<file path="config.mk">
export PLATFORM = sky130hd
export DESIGN_NAME = adrv9001_tx_src
export DESIGN_NICKNAME = d
export VERILOG_FILES = /design/src/rtl/adrv9001_pkg.sv /design/src/rtl/adrv9001_fifo_sync.sv /design/src/rtl/adrv9001_tx_src.sv
export SDC_FILE = /design/constraint.sdc
export NUM_CORES = 1
export LEC_CHECK = 0
export BUFFER_PORTS_ARGS = -buffer_cell sky130_fd_sc_hd__buf_2
export CORE_ASPECT_RATIO = 1.75
export CORE_MARGIN = 3
export CORE_UTILIZATION = 38
export DETAILED_ROUTE_END_ITERATION = 8
export PLACE_DENSITY = 0.6
export SYNTH_ARGS = -nofsm -noshare
export SYNTH_HDL_FRONTEND = slang
export SYNTH_SLANG_ARGS = --single-unit
</file>
<file path="constraint.sdc">
create_clock -name s_axis_aclk -period 5 [get_ports s_axis_aclk]
set_clock_uncertainty 0.1 [all_clocks]
set_input_delay 0.5 -clock s_axis_aclk [delete_from_list [all_inputs] [get_ports s_axis_aclk]]
set_output_delay 0.5 -clock s_axis_aclk [all_outputs]
set_load 0.1 [all_outputs]
</file>
<file path="src/rtl/adrv9001_pkg.sv">
// Shared encodings for the ADRV9001 TX sample source.
// Source selects, FSM states and the ramp word helper.
package adrv9001_pkg;

    localparam logic [1:0] SRC_DMA   = 2'd0;
    localparam logic [1:0] SRC_CONST = 2'd1;
    localparam logic [1:0] SRC_RAMP  = 2'd2;
    localparam logic [1:0] SRC_ZERO  = 2'd3;

    typedef enum logic [1:0] {
        ST_IDLE,
        ST_PRIME,
        ST_RUN
    } state_e;

    function automatic logic [31:0] ramp_word(input logic [15:0] r);
        return {r, ~r};
    endfunction

endpackage

</file>
<file path="src/rtl/adrv9001_fifo_sync.sv">
// Single-clock sample FIFO with registered first-word-fall-through head.
// The head register always mirrors the oldest stored word.
module adrv9001_fifo_sync #(
    parameter int DEPTH = 4,
    parameter int WIDTH = 32
) (
    input  logic                       clk_i,
    input  logic                       rst_i,
    input  logic                       flush_i,
    input  logic                       push_i,
    input  logic [WIDTH-1:0]           wdata_i,
    input  logic                       pop_i,
    output logic [WIDTH-1:0]           head_o,
    output logic                       full_o,
    output logic                       empty_o,
    output logic [$clog2(DEPTH):0]     count_o
);

    localparam int PW = $clog2(DEPTH);
    localparam int CW = PW + 1;

    logic [WIDTH-1:0] mem_q [DEPTH];
    logic [PW-1:0]    wr_q;
    logic [PW-1:0]    rd_q;
    logic [PW-1:0]    rd_d;
    logic [CW-1:0]    cnt_q;
    logic [WIDTH-1:0] head_q;
    logic [WIDTH-1:0] head_d;
    logic             push_ok;
    logic             pop_ok;

    assign full_o  = (cnt_q == CW'(DEPTH));
    assign empty_o = (cnt_q == '0);
    assign count_o = cnt_q;
    assign head_o  = head_q;

    assign push_ok = push_i && !full_o && !flush_i;
    assign pop_ok  = pop_i && !empty_o;

    // A word written where the read pointer lands becomes the new head directly.
    always_comb begin
        rd_d   = rd_q + PW'(pop_ok);
        head_d = mem_q[rd_d];
        if (push_ok && (wr_q == rd_d)) begin
            head_d = wdata_i;
        end
    end

    always_ff @(posedge clk_i) begin
        if (push_ok) begin
            mem_q[wr_q] <= wdata_i;
        end
    end

    always_ff @(posedge clk_i or posedge rst_i) begin
        if (rst_i) begin
            wr_q   <= '0;
            rd_q   <= '0;
            cnt_q  <= '0;
            head_q <= '0;
        end else if (flush_i) begin
            wr_q   <= '0;
            rd_q   <= '0;
            cnt_q  <= '0;
            head_q <= '0;
        end else begin
            wr_q   <= wr_q + PW'(push_ok);
            rd_q   <= rd_d;
            cnt_q  <= cnt_q + CW'(push_ok) - CW'(pop_ok);
            head_q <= head_d;
        end
    end

endmodule

</file>
<file path="src/rtl/adrv9001_tx_src.sv">
// ADRV9001 TX sample source: enable sync, run FSM, source mux,
// ramp generator and DMA underflow tracking in front of the SSI serializer.
module adrv9001_tx_src
    import adrv9001_pkg::*;
#(
    parameter int          FIFO_DEPTH = 4,
    parameter logic [15:0] RAMP_STEP  = 16'd1
) (
    input  logic        s_axis_aclk,
    input  logic        s_axis_areset,
    input  logic [1:0]  data_src,
    input  logic [31:0] const_data,
    input  logic        ssi_en,
    input  logic        underflow_clr,
    input  logic [31:0] s_axis_tdata,
    input  logic        s_axis_tvalid,
    output logic        s_axis_tready,
    output logic [31:0] m_axis_tdata,
    output logic        m_axis_tvalid,
    input  logic        m_axis_tready,
    output logic        running,
    output logic        underflow,
    output logic [15:0] underflow_cnt
);

    localparam int CW = $clog2(FIFO_DEPTH) + 1;

    logic          en_meta_q;
    logic          en_s_q;
    logic          en_prev_q;
    state_e        state_q;
    logic [1:0]    src_q;
    logic [15:0]   ramp_q;
    logic [15:0]   ramp_d;
    logic [31:0]   tdata_q;
    logic          tvalid_q;
    logic          uf_q;
    logic [15:0]   uf_cnt_q;

    logic          fifo_push;
    logic          fifo_pop;
    logic          fifo_flush;
    logic          fifo_full;
    logic          fifo_empty;
    logic [31:0]   fifo_head;
    logic [CW-1:0] fifo_cnt;

    logic          en_rise;
    logic          prime_done;
    logic          dma_take;
    logic          uf_ev;

    // Synchronizer and edge detector reset high: an enable held across
    // reset must not look like a fresh rising edge.
    always_ff @(posedge s_axis_aclk or posedge s_axis_areset) begin
        if (s_axis_areset) begin
            en_meta_q <= 1'b1;
            en_s_q    <= 1'b1;
            en_prev_q <= 1'b1;
        end else begin
            en_meta_q <= ssi_en;
            en_s_q    <= en_meta_q;
            en_prev_q <= en_s_q;
        end
    end

    assign en_rise    = en_s_q && !en_prev_q;
    assign prime_done = (fifo_cnt == CW'(FIFO_DEPTH));
    assign dma_take   = (state_q == ST_RUN) && (src_q == SRC_DMA)
                        && en_s_q && m_axis_tready;
    assign uf_ev      = dma_take && fifo_empty;
    assign ramp_d     = ramp_q + RAMP_STEP;

    assign s_axis_tready = !fifo_full && ((state_q == ST_PRIME)
                           || ((state_q == ST_RUN) && (src_q == SRC_DMA)));
    assign fifo_push  = s_axis_tvalid && s_axis_tready;
    assign fifo_flush = (state_q == ST_IDLE);
    assign fifo_pop   = ((state_q == ST_PRIME) && en_s_q && prime_done)
                        || (dma_take && !fifo_empty);

    adrv9001_fifo_sync #(
        .DEPTH (FIFO_DEPTH),
        .WIDTH (32)
    ) u_fifo (
        .clk_i   (s_axis_aclk),
        .rst_i   (s_axis_areset),
        .flush_i (fifo_flush),
        .push_i  (fifo_push),
        .wdata_i (s_axis_tdata),
        .pop_i   (fifo_pop),
        .head_o  (fifo_head),
        .full_o  (fifo_full),
        .empty_o (fifo_empty),
        .count_o (fifo_cnt)
    );

    always_ff @(posedge s_axis_aclk or posedge s_axis_areset) begin
        if (s_axis_areset) begin
            state_q  <= ST_IDLE;
            src_q    <= SRC_DMA;
            ramp_q   <= '0;
            tdata_q  <= '0;
            tvalid_q <= 1'b0;
            uf_q     <= 1'b0;
            uf_cnt_q <= '0;
        end else begin
            if (underflow_clr) begin
                uf_q     <= 1'b0;
                uf_cnt_q <= '0;
            end else if (uf_ev) begin
                uf_q <= 1'b1;
                if (uf_cnt_q != 16'hFFFF) begin
                    uf_cnt_q <= uf_cnt_q + 16'd1;
                end
            end

            unique case (state_q)
                ST_IDLE: begin
                    tvalid_q <= 1'b0;
                    tdata_q  <= '0;
                    if (en_rise) begin
                        src_q  <= data_src;
                        ramp_q <= '0;
                        if (data_src == SRC_DMA) begin
                            state_q <= ST_PRIME;
                        end else begin
                            state_q  <= ST_RUN;
                            tvalid_q <= 1'b1;
                            unique case (data_src)
                                SRC_CONST: tdata_q <= const_data;
                                SRC_RAMP:  tdata_q <= ramp_word(16'h0000);
                                default:   tdata_q <= '0;
                            endcase
                        end
                    end
                end
                ST_PRIME: begin
                    if (!en_s_q) begin
                        state_q <= ST_IDLE;
                    end else if (prime_done) begin
                        state_q  <= ST_RUN;
                        tvalid_q <= 1'b1;
                        tdata_q  <= fifo_head;
                    end
                end
                ST_RUN: begin
                    if (!en_s_q) begin
                        state_q  <= ST_IDLE;
                        tvalid_q <= 1'b0;
                        tdata_q  <= '0;
                    end else if (m_axis_tready) begin
                        unique case (src_q)
                            SRC_DMA:   tdata_q <= fifo_empty ? '0 : fifo_head;
                            SRC_CONST: tdata_q <= const_data;
                            SRC_RAMP: begin
                                ramp_q  <= ramp_d;
                                tdata_q <= ramp_word(ramp_d);
                            end
                            default:   tdata_q <= '0;
                        endcase
                    end
                end
                default: state_q <= ST_IDLE;
            endcase
        end
    end

    assign m_axis_tdata  = tdata_q;
    assign m_axis_tvalid = tvalid_q;
    assign running       = (state_q == ST_RUN);
    assign underflow     = uf_q;
    assign underflow_cnt = uf_cnt_q;

endmodule

</file>
==> metrics.md, run 1 <==
| Metric | Value |
|---|---|
| Crit path DAT | `4.21 ns` |
| DRT Pass-1 Iters | `5` |
| Ranking of synthesized cells by area | `edfxtp_1, dfrtp_1, and3_1` |
| DRC Markers | `0` |
| Slew Viols, Final | `0` |
| RSZ-0062 raised after global routing | `no` |
| Critical path launch point type | `flip-flop` |
| Clk slew on worst S/H paths | `0.07 ns` |
| GR Util met3 | `2.40%` |
| Port-buffer cells | `123` |
| FMAX | `256 MHz` |
| Slew @ Worst Pin | `1.04 ns` |
| R2r setup slk | `1.09 ns` |
| Root buf cell | `clkbuf_16` |
| Final Wtd Congestion | `0.893` |
| Status | `complete, no violations` |
| Core area | `31600 µm²` |
| Seq/Total Area, Yosys | `54.4%` |
| Final wirelength | `37.0 mm` |
| H-tree levels | `1` |
| EDFF count, synth | `128` |
| CTS tree | `built` |
| Final Hold Viols | `0` |
| Post-synth top flop | `edfxtp_1` |
| Iter 0 DRT Violations | `822` |
| FFs w/ async S/R, synth | `46.7%` |
| Layout cells sized above 1 | `19.7%` |
| Die Width | `142 µm` |
| Leakage | `5.72 nW` |
| Synth top area share | `31.4%` |
| CP Data Required Time | `5.30 ns` |
| Initial core utilization | `38.6%` |
| Clock Path Buffers | `3` |
| Fin util | `44.2%` |
| Post-route cell area | `14000 µm²` |
| CP Class | `reg2reg` |
| # IOs | `124` |
| Cell variety after synth | `72` |
| Largest net degree at the start of global routing | `74` |
| Setup TNS | `0 ns` |
| Vias in the first global route | `9858` |
| PwrDens | `456 nW/µm²` |
| Via density | `6.04` |
| Synth top cells by count | `edfxtp_1, dfrtp_1, nand2_1` |
| Routed vias | `9690` |
| Placed inst area | `13200 µm²` |
| Post-route ant nets | `0` |
| WL/cell | `23.1 µm` |
| Area Overhead vs Synth | `14.5%` |
| Initial antenna violation count | `1` |
| Clock sinks | `240` |
| Max Cap Viol | `0` |
| GRT Residual Overflow | `0` |
| Yosys Warn Count | `0` |
| CTS Hold Bufs | `1` |
| Hold crit path type | `in2async` |
| Slew headroom | `30.5%` |
| Clock buffer count from CTS | `23` |
| Final Cycle Share | `78.2%` |
| Critical path fanouts, max | `38` |
| Seq cells post-synth | `240` |
| Post-Syn Instances | `1104` |
| Area leader, netlist | `edfxtp_1` |
| Worst-Skew Late Latency | `0.53 ns` |
| Die height | `243 µm` |
| Post-Syn Area | `12200 µm²` |
| Syn Area/Cell | `11.1 µm²` |
| Met2 GRT Util | `38.0%` |
| Fillers | `2964` |
| VDD IR max | `386 µV` |
| Top-count cell post-synth | `edfxtp_1` |
| Final setup fails | `0` |
| Worst setup EP type | `flip-flop` |
| WHS | `0.0762 ns` |
| Final HPWL DP | `25.1 mm` |
| Global-route wire length before repair | `57.0 mm` |
| Grt peak-use layer | `met2` |
| Resized Gates After CTS | `0` |
| Nets | `1275` |
| Syn Nets | `1188` |
| Gr usage total | `20.9%` |
| Postcts setup bufs | `0` |
| Die area | `34400 µm²` |
| Post-layout min period | `3.91 ns` |
| Met1 usage | `24.3%` |
| Row cnt | `86` |
## per-layer routing
layer	wire length (µm)	part of all wire [%]
met1	14000	38
met2	19400	53
met3	1940	5.3
met4	1610	4.4
met5	0	0
## final timing paths
kind / start / to / cells after the start
worst max-delay path: state_q[0]$_DFFE_PP0P_ / u_fifo.head_o[15]$_DFF_PP0_ / 9
worst min-delay path: s_axis_areset / underflow_cnt[4]$_DFFE_PP0P_ / 2
worst max register to register: state_q[0]$_DFFE_PP0P_ / u_fifo.head_o[15]$_DFF_PP0_ / 9
max in group asynchronous: s_axis_areset / m_axis_tdata[27]$_DFFE_PP0P_ / 3
worst min register to register: en_meta_q$_DFF_PP1_ / en_s_q$_DFF_PP1_ / 0
min in group s_axis_aclk: s_axis_tdata[9] / u_fifo.mem_q[0][9]$_DFFE_PP_ / 1
## per-stage QoR
stage                     setup WS (ns)  power (W)  cells
after floorplan                  0.0104    0.00400   1104
after global placement             1.23    0.00457   1561
after detailed placement           1.17    0.00459   1561
after CTS                          1.15    0.00640   1603
after global routing              0.897    0.00664   1603
final                              1.09    0.00638   1604
## cell type report
type / count / area, µm² / share of cell area [%]
tap: 396 / 495 / 3.54
inverter: 46 / 175 / 1.25
multi-input combinational: 731 / 5070 / 36.2
antenna: 1 / 2.50 / 0.0179
clock inverter: 12 / 141 / 1.01
clock buffer: 29 / 618 / 4.42
timing repair buffer: 149 / 838 / 5.99
sequential: 240 / 6650 / 47.5
## layout by cell type (no fill, tap or decap), types with 8 or more instances in the layout
cell type	netlist	layout
o21ai_0	68	68
nor3_1	38	36
ha_1	11	11
a21oi_1	40	38
xor2_1	11	11
mux2_2	29	29
edfxtp_1	128	128
nor2_1	48	47
a222oi_1	13	13
mux2i_1	35	35
a211o_1	29	29
clkbuf_16	0	23
xnor2_1	17	17
nand4_1	11	11
and3_1	64	64
dfrtp_1	109	108
nand2_1	80	79
a22oi_1	12	12
nand3_1	15	15
inv_1	46	45
o22ai_1	32	32
a2bb2oi_1	30	30
a221oi_1	44	44
nor2b_1	8	8
buf_2	14	123
buf_4	2	23
## registers in the layout, indices dropped and copies added, names as in the netlist
signal          flops
u_fifo.mem_q      128
m_axis_tdata       32
u_fifo.head_o      32
ramp_q             16
underflow_cnt      16
u_fifo.count_o      3
src_q               2
state_q             2
u_fifo.rd_q         2
u_fifo.wr_q         2
en_meta_q           1
en_prev_q           1
en_s_q              1
m_axis_tvalid       1
underflow           1
## power breakdown
| part | internal (W) | switching (W) |
|---|---|---|
| clock | 0.00103 | 0.000778 |
| sequential | 0.00234 | 0.000228 |
| combinational | 0.000522 | 0.00148 |
| total | 0.00389 | 0.00249 |
## logic make-up after synthesis
| family | synth area share, % |
|---|---|
| AO/OA/AOI/OAI | 19.0 |
| XOR/XNOR | 2.01 |
| adder cells (fa/ha/maj) | 1.29 |
| buffers and inverters | 4.53 |
| flip-flops | 54.4 |
| multiplexers | 6.09 |
| AND/OR/NAND/NOR | 12.7 |
## worst max-delay path, cell delays in order, from the launching register on
cell     delay [ns]
dfrtp_1        0.42
inv_1          0.09
ha_1           0.57
and2_4         0.29
a32o_1         0.63
nand2_2        0.54
buf_12         0.35
a211o_1        0.29
and3_1         0.16
mux2_1         0.30
No activity file was read; power rests on OpenSTA's default activity.
==> run 2: changes to the inputs <==
PLACE_DENSITY = 0.63   (was 0.6)
clock period = 3.3 ns   (was 5 ns; I/O delays follow)
==> run 2 against run 1 <==
Final cell count up 2.9%; routed wire length down 2.4%; sequential power up 51%; first-iteration DRC count down 16%; die area unchanged; flip-flop and latch count unchanged; combinational power up 56%; critical path type unchanged; largest cell class unchanged; largest power group unchanged; highest routed layer is now met5.
==> metrics.md, run 2 (same netlist as run 1, synthesis figures left out) <==
| Metric | Value |
|---|---|
| Status | `complete, no violations` |
| Int Power | `0.00579 W (+49%)` |
| Die area | `34400 µm² (unchanged)` |
| Slew headroom | `38.3% (+7.8 points)` |
| Final HPWL DP | `25.4 mm (+1.1%)` |
| DRC Markers | `0 (unchanged)` |
| Crit-path cells | `inv_1 -> ha_4 -> and2_4 -> a32o_1 -> buf_4 -> nand2_2 -> buf_4 -> a211o_1 -> and3_1 -> mux2_1` |
| Critical path's slowest cell | `dfrtp_1` |
| Clock Path Buffers | `3 (unchanged)` |
| Crit path DAT | `3.21 ns (-1.00 ns)` |
| GRT Residual Overflow | `0 (unchanged)` |
| Clock buffer count from CTS | `22 (-4.3%)` |
| Largest Register | `u_fifo.mem_q` |
| FMAX | `345 MHz (+35%)` |
| Critical path launch point type | `flip-flop` |
| Initial core utilization | `38.6% (unchanged)` |
| R2R Path End | `u_fifo.head_o[4]$_DFF_PP0_` |
| Power Total | `0.00951 W (+49%)` |
| Dpl ws | `0.427 ns (-0.742 ns)` |
| Share of power burned in registers | `40.7% (+0.5 points)` |
| Clk slew on worst S/H paths | `0.07 ns (about the same)` |
| Via density | `5.91 (-2.1%)` |
| Worst R2R Path Depth | `10 (+1)` |
| Setup ws final | `0.402 ns (-0.690 ns)` |
| Layout cells sized above 1 | `20.4% (+0.71 points)` |
| Post-layout min period | `2.90 ns (-1.01 ns)` |
| Critical path's largest stage delay | `0.41 ns (-0.22 ns)` |
| VDD IR max | `724 µV (+88%)` |
| Setup TNS | `0 ns (unchanged)` |
| Combinational power share | `32.8% (+1.4 points)` |
| Vias in the first global route | `10300 (+4.2%)` |
| CP Class | `reg2reg` |
| Core area | `31600 µm² (unchanged)` |
| Root buf cell | `clkbuf_16` |
| Clock sinks | `240 (unchanged)` |
| Post-route ant nets | `0 (unchanged)` |
| Slew @ Worst Pin | `0.922 ns (-0.118 ns)` |
| Final Hold Viols | `0 (unchanged)` |
| Met1 usage | `22.4% (-1.9 points)` |
| H-tree levels | `1 (unchanged)` |
| Met2 GRT Util | `39.0% (+1.1 points)` |
| Final wirelength | `36.1 mm (-2.4%)` |
| Sw Ratio | `39.1% (+0.11 points)` |
| Commonest non-fill, non-tap cell in the layout | `edfxtp_1` |
| Slew Viols, Final | `0 (unchanged)` |
| Hold crit path type | `in2reg` |
| Final Wtd Congestion | `0.896 (+0.44%)` |
| Most frequent cells in the layout | `edfxtp_1, buf_2, dfrtp_1` |
| CTS tree | `built` |
| DRT Pass-1 Iters | `5 (unchanged)` |
| Global-route wire length before repair | `56.5 mm (-0.88%)` |
| Hold Crit Endpoint | `u_fifo.mem_q[3][13]$_DFFE_PP_` |
| Min-Delay Startpoint | `s_axis_tdata[13]` |
| Grt peak-use layer | `met2` |
| Clock Power Share | `26.4% (-2.0 points)` |
| RSZ-0062 raised after global routing | `no` |
| Area Overhead vs Synth | `18.4%` |
| Die height | `243 µm (unchanged)` |
| Final Cycle Share | `87.8% (+9.7 points)` |
| Critical path fanouts, max | `22 (-42%)` |
| Largest net degree at the start of global routing | `64 (-14%)` |
| Worst setup EP type | `flip-flop` |
| Iter 0 DRT Violations | `687 (-16%)` |
| CP Data Required Time | `3.61 ns (-1.69 ns)` |
| GR Util met3 | `2.53% (+0.14 points)` |
| Gr usage total | `20.5% (-0.37 points)` |
| Resized Gates After CTS | `0 (unchanged)` |
| PwrDens | `658 nW/µm² (+44%)` |
| Placed inst area | `13400 µm² (+1.5%)` |
| Max reg flops | `128 (unchanged)` |
| Post-route cell area | `14500 µm² (+3.4%)` |
| Leakage | `5.92 nW (+3.4%)` |
| Nets | `1321 (+3.6%)` |
| WL/cell | `21.9 µm (-5.1%)` |
| Port-buffer cells | `123 (unchanged)` |
| Die Width | `142 µm (unchanged)` |
| Row cnt | `86 (unchanged)` |
| Worst-Skew Late Latency | `0.52 ns (about the same)` |
| Worst path most repeated cell | `buf_4` |
| R2r startpoint | `state_q[0]$_DFFE_PP0P_` |
| Final setup fails | `0 (unchanged)` |
| # IOs | `124 (unchanged)` |
| Initial antenna violation count | `2 (+1)` |
| R2r setup slk | `0.40 ns (-0.69 ns)` |
| WHS Path Cells | `1` |
| Routed vias | `9757 (+0.69%)` |
| Switch Pwr | `0.00372 W (+50%)` |
| Max Cap Viol | `0 (unchanged)` |
-- run 2: cell types whose count changed in the layout (fill, tap and decap cells not counted), sizes merged --
cell	previous run	this run
dlygate4sd3	1	33
bufinv	3	0
buf	148	163
inv	46	45
clkinvlp	0	3
-- run 2: area by class of cell --
cell class              count  area (µm²)
diodes                      1        2.50
clock buffers              29         639
clock inverters            11        71.3
fillers                  2961       17200
inverters                  46         176
multi-input cells         731        5100
flip-flops and latches    240        6650
well taps                 396         495
repair buffers            196        1330
-- run 2: how the worst max path moves through the flow --
stage | cells after the start | startpoint | endpoint
global placement | 10 | state_q[0]$_DFFE_PP0P_ | u_fifo.head_o[15]$_DFF_PP0_
CTS | 13 | state_q[0]$_DFFE_PP0P_ | u_fifo.count_o[2]$_DFF_PP0_
finish | 10 | state_q[0]$_DFFE_PP0P_ | u_fifo.head_o[4]$_DFF_PP0_
floorplan | 7 | state_q[0]$_DFFE_PP0P_ | u_fifo.mem_q[2][0]$_DFFE_PP_
global route | 13 | state_q[0]$_DFFE_PP0P_ | u_fifo.count_o[2]$_DFF_PP0_
detailed placement | 10 | state_q[0]$_DFFE_PP0P_ | u_fifo.head_o[4]$_DFF_PP0_
-- run 2: stage by stage --
| step | utilization (%) | instances | hold slack (ns) |
|---|---|---|---|
| 3_3_place_gp | 42.4 | 1576 | 0.247 |
| 4_1_cts | 45.7 | 1649 | 0.00548 |
| 2_1_floorplan | - | 1104 | 0.234 |
| 5_1_grt | 45.7 | 1650 | 0.00402 |
| 3_5_place_dp | 42.4 | 1576 | 0.249 |
| 6_report | 45.7 | 1650 | 0.0216 |
-- run 2: metal layers --
metal	wire length, µm	share of wire [%]
met2	19600	54
met3	1910	5.3
met5	7	0.019
met1	13100	36
met4	1410	3.9
-- run 2: critical path, delay by kind of cell, from the launching register on --
family          cells  cell delay [ns]
fa+ha+maj           1             0.28
buf+inv             3             0.67
simple gates        3             0.55
mux                 1             0.29
compound gates      2             0.49
flops               1             0.41
-- run 2: power by group through the flow --
stage	Clock [W]	Combinational (W)	Sequential [W]
final	0.00251	0.00312	0.00388
after floorplan	0	0.00151	0.00459
after detailed placement	0	0.00307	0.00394
after global placement	0	0.00303	0.00393
after CTS	0.00257	0.00312	0.00387
after global routing	0.00269	0.00332	0.00391
-- run 2: timing repair --
| item | in CTS | in global routing |
|---|---|---|
| hold endpoints to repair | 156 | 0 |
| hold buffers | 33 | 0 |
| setup buffers | 0 | 0 |
==> run 3: changes to the inputs <==
ABC_AREA = 1   (was default)
==> run 3 against run 2 <==
First-iteration DRC count grew 12%; register-to-register slack lost 0.19 ns; sequential share of layout area grew 0.82 points; final cell count grew 15%; design area shrank 1.8%; non-clock buffer count shrank 7; hold slack gained 0.031 ns; power grew 8.8%; largest power group unchanged; highest routed layer is now met4.
==> metrics.md, run 3 <==
| Metric | Value |
|---|---|
| Mux cell area share after synthesis | `0% (-6.1 points)` |
| WL/cell | `17.4 µm (-20%)` |
| Nets | `1572 (+19%)` |
| Simple-gate share of the synthesized area | `25.6% (+13 points)` |
| FFs w/ async S/R, synth | `46.7% (unchanged)` |
| Critical path fanouts, max | `16 (-27%)` |
| Clk slew on worst S/H paths | `0.07 ns (about the same)` |
| H-tree levels | `1 (unchanged)` |
| Post-synth top flop | `edfxtp_1` |
| Final Cycle Share | `93.5% (+5.7 points)` |
| EDFF count, synth | `128 (unchanged)` |
| Critical path launch point type | `flip-flop` |
| Worst setup EP type | `flip-flop` |
| PwrDens | `728 nW/µm² (+11%)` |
| Max reg flops | `128 (unchanged)` |
| Compound-cell area share of the yosys netlist | `8.21% (-11 points)` |
| Syn Area/Cell | `8.99 µm² (-19%)` |
| Vias in the first global route | `9765 (-4.9%)` |
| Syn Nets | `1423 (+20%)` |
| Root buf cell | `clkbuf_16` |
| Layout cells sized above 1 | `14.6% (-5.8 points)` |
| Largest Register | `u_fifo.mem_q` |
| Adder-cell share of the synthesized area | `1.31% (+0.020 points)` |
| Dpl ws | `0.258 ns (-0.169 ns)` |
| FMAX | `324 MHz (-6.1%)` |
| Iter 0 DRT Violations | `770 (+12%)` |
| Slew headroom | `39.2% (+0.91 points)` |
| Synth top area share | `31.9% (+0.49 points)` |
| Cell variety after synth | `46 (-36%)` |
| Worst-Skew Late Latency | `0.52 ns (about the same)` |
| Commonest non-fill, non-tap cell in the layout | `nand2_1` |
| Synth top cells by count | `nand2_1, inv_1, nor2_1` |
| Core area | `30900 µm² (-2.2%)` |
| R2r setup slk | `0.21 ns (-0.19 ns)` |
| Clock buffer count from CTS | `23 (+4.5%)` |
| Clock sinks | `240 (unchanged)` |
| Port-buffer cells | `123 (unchanged)` |
| Row cnt | `85 (-1.2%)` |
| Post-layout min period | `3.09 ns (+0.189 ns)` |
| RSZ-0062 raised after global routing | `no` |
| Die Width | `141 µm (-0.75%)` |
| Final Hold Viols | `0 (unchanged)` |
| Global-route wire length before repair | `52.6 mm (-6.8%)` |
| Max Cap Viol | `0 (unchanged)` |
| Crit-path cells | `inv_1 -> ha_1 -> inv_2 -> o21ai_1 -> inv_1 -> nand2_1 -> o22ai_1` |
| Worst R2R Path Depth | `7 (-3)` |
| Initial core utilization | `38.9% (+0.25 points)` |
| Critical path's slowest cell | `nand2_1` |
| CTS tree | `built` |
| Post-synthesis xor/xnor area fraction | `1.38% (-0.62 points)` |
| VDD IR max | `590 µV (-18%)` |
| Area leader, netlist | `edfxtp_1` |
| Slew @ Worst Pin | `0.910 ns (-0.0122 ns)` |
| Initial antenna violation count | `2 (unchanged)` |
| Die area | `33900 µm² (-1.5%)` |
| Final setup fails | `0 (unchanged)` |
| Seq/Total Area, Yosys | `55.3% (+0.85 points)` |
| DRT Pass-1 Iters | `7 (+2)` |
| Ranking of synthesized cells by area | `edfxtp_1, dfrtp_1, nand2_1` |
| Worst path most repeated cell | `inv_1` |
| Routed vias | `9860 (+1.1%)` |
| Crit path DAT | `3.34 ns (+0.13 ns)` |
| Final HPWL DP | `22.7 mm (-11%)` |
| # IOs | `124 (unchanged)` |
| Fillers | `2969 (+0.27%)` |
| CP Class | `reg2reg` |
| Largest net degree at the start of global routing | `66 (+3.1%)` |
| Yosys Warn Count | `0 (unchanged)` |
| GRT Residual Overflow | `0 (unchanged)` |
| Slew Viols, Final | `0 (unchanged)` |
| CP Data Required Time | `3.55 ns (-0.06 ns)` |
| Setup ws final | `0.213 ns (-0.189 ns)` |
| Power Total | `0.0104 W (+8.8%)` |
| Top-count cell post-synth | `nand2_1` |
| DRC Markers | `0 (unchanged)` |
| Die height | `241 µm (-0.76%)` |
| Gr usage total | `19.3% (-1.2 points)` |
| Via density | `5.20 (-12%)` |
| Status | `complete, no violations` |
| Area Overhead vs Synth | `18.1%` |
| Leakage | `6.32 nW (+6.8%)` |
| Post-Syn Area | `12000 µm² (-1.5%)` |
| Post-Syn Instances | `1339 (+21%)` |
| Seq cells post-synth | `240 (unchanged)` |
| Critical path's largest stage delay | `0.58 ns (+0.17 ns)` |
| Most frequent cells in the layout | `nand2_1, inv_1, nor2_1` |
| WHS Path Cells | `2 (+1)` |
| Hold crit path type | `in2reg` |
| Final wirelength | `33.0 mm (-8.4%)` |
| Largest family of logic cells by synthesized area | `simple AND/OR/NAND/NOR gates` |
| Final Wtd Congestion | `0.894 (-0.23%)` |
| Post-route ant nets | `0 (unchanged)` |
| Resized Gates After CTS | `0 (unchanged)` |
| Clock Path Buffers | `3 (unchanged)` |
[run 3: cell types whose count changed in the layout (fill, tap and decap cells not counted), sizes merged, moves of 25 or more]
cell and delta:
a211o -29, mux2i -35, a2bb2oi -30, nand3 +122, mux2 -35, nor2 +102
and3 -64, o21ai -28, nor3 -25, a221oi -38, a21oi +26, inv +121
nand3b +65, nand2 +207
[run 3: report_power, final]
group / total, W / internal [W] / switching (W)
registers: 0.00394 / 0.00363 / 0.000309
logic: 0.00384 / 0.000937 / 0.00290
clock network: 0.00258 / 0.00144 / 0.00114
[run 3: metal layers]
layer	vias to the layer above	GRT usage, %	part of all wire [%]
li1	4731	-	-
met1	4671	22.0	38
met2	359	35.5	51
met3	99	2.13	4.9
met4	0	10.2	5.3
met5	-	0	0
[run 3: logic make-up after synthesis]
kind of cell | count (synthesis)
XOR/XNOR | 19
buffers and inverters | 234
AND/OR/NAND/NOR | 667
adder cells (fa/ha/maj) | 12
flip-flops | 240
AO/OA/AOI/OAI | 167
[run 3: area by class of cell]
cell class              instances  area (µm²)  area share (%)
well taps                     391         489            3.44
flip-flops and latches        240        6650            46.8
clock buffers                  26         587            4.13
diodes                          2        5.00          0.0352
clock inverters                15         136           0.960
repair buffers                189        1270            8.91
inverters                     169         638            4.49
multi-input cells             865        4440            31.2
[run 3: final timing paths]
kind	from	end
max in group asynchronous	s_axis_areset	u_fifo.head_o[12]$_DFF_PP0_
worst min register to register	en_meta_q$_DFF_PP1_	en_s_q$_DFF_PP1_
worst min-delay path	underflow_clr	underflow$_DFFE_PP0P_
min in group asynchronous	s_axis_areset	u_fifo.count_o[1]$_DFF_PP0_
worst max register to register	state_q[0]$_DFFE_PP0P_	ramp_q[11]$_DFFE_PP0P_
worst max-delay path	state_q[0]$_DFFE_PP0P_	ramp_q[11]$_DFFE_PP0P_
[run 3: timing repair]
| item | 4_1_cts | 5_1_grt |
|---|---|---|
| hold buffers | 42 | 0 |
| endpoints found under the hold margin | 166 | 0 |
| setup endpoints to repair | 0 | 0 |
| buffers inserted | 0 | 0 |
[run 3: per-stage QoR]
step / TNS, ns / hold WS, ns / area, µm² / utilization [%] / cells
2_1_floorplan: -51.60 / 0.234 / 12100 / - / 1339
3_3_place_gp: 0 / 0.249 / 13100 / 42.2 / 1812
3_5_place_dp: 0 / 0.249 / 13100 / 42.2 / 1812
4_1_cts: 0 / 0.0276 / 14200 / 45.9 / 1895
5_1_grt: 0 / 0.0695 / 14200 / 45.9 / 1897
6_report: 0 / 0.0527 / 14200 / 45.9 / 1897
[run 3: worst max-delay path: cells and delay by family, from the launching register on]
family	cells	cell delay [ns]
AOI/OAI and AO/OA	2	0.72
buffers and inverters	3	0.65
and+or+nand+nor	1	0.58
adders and majority gates	1	0.44
DFF	1	0.41
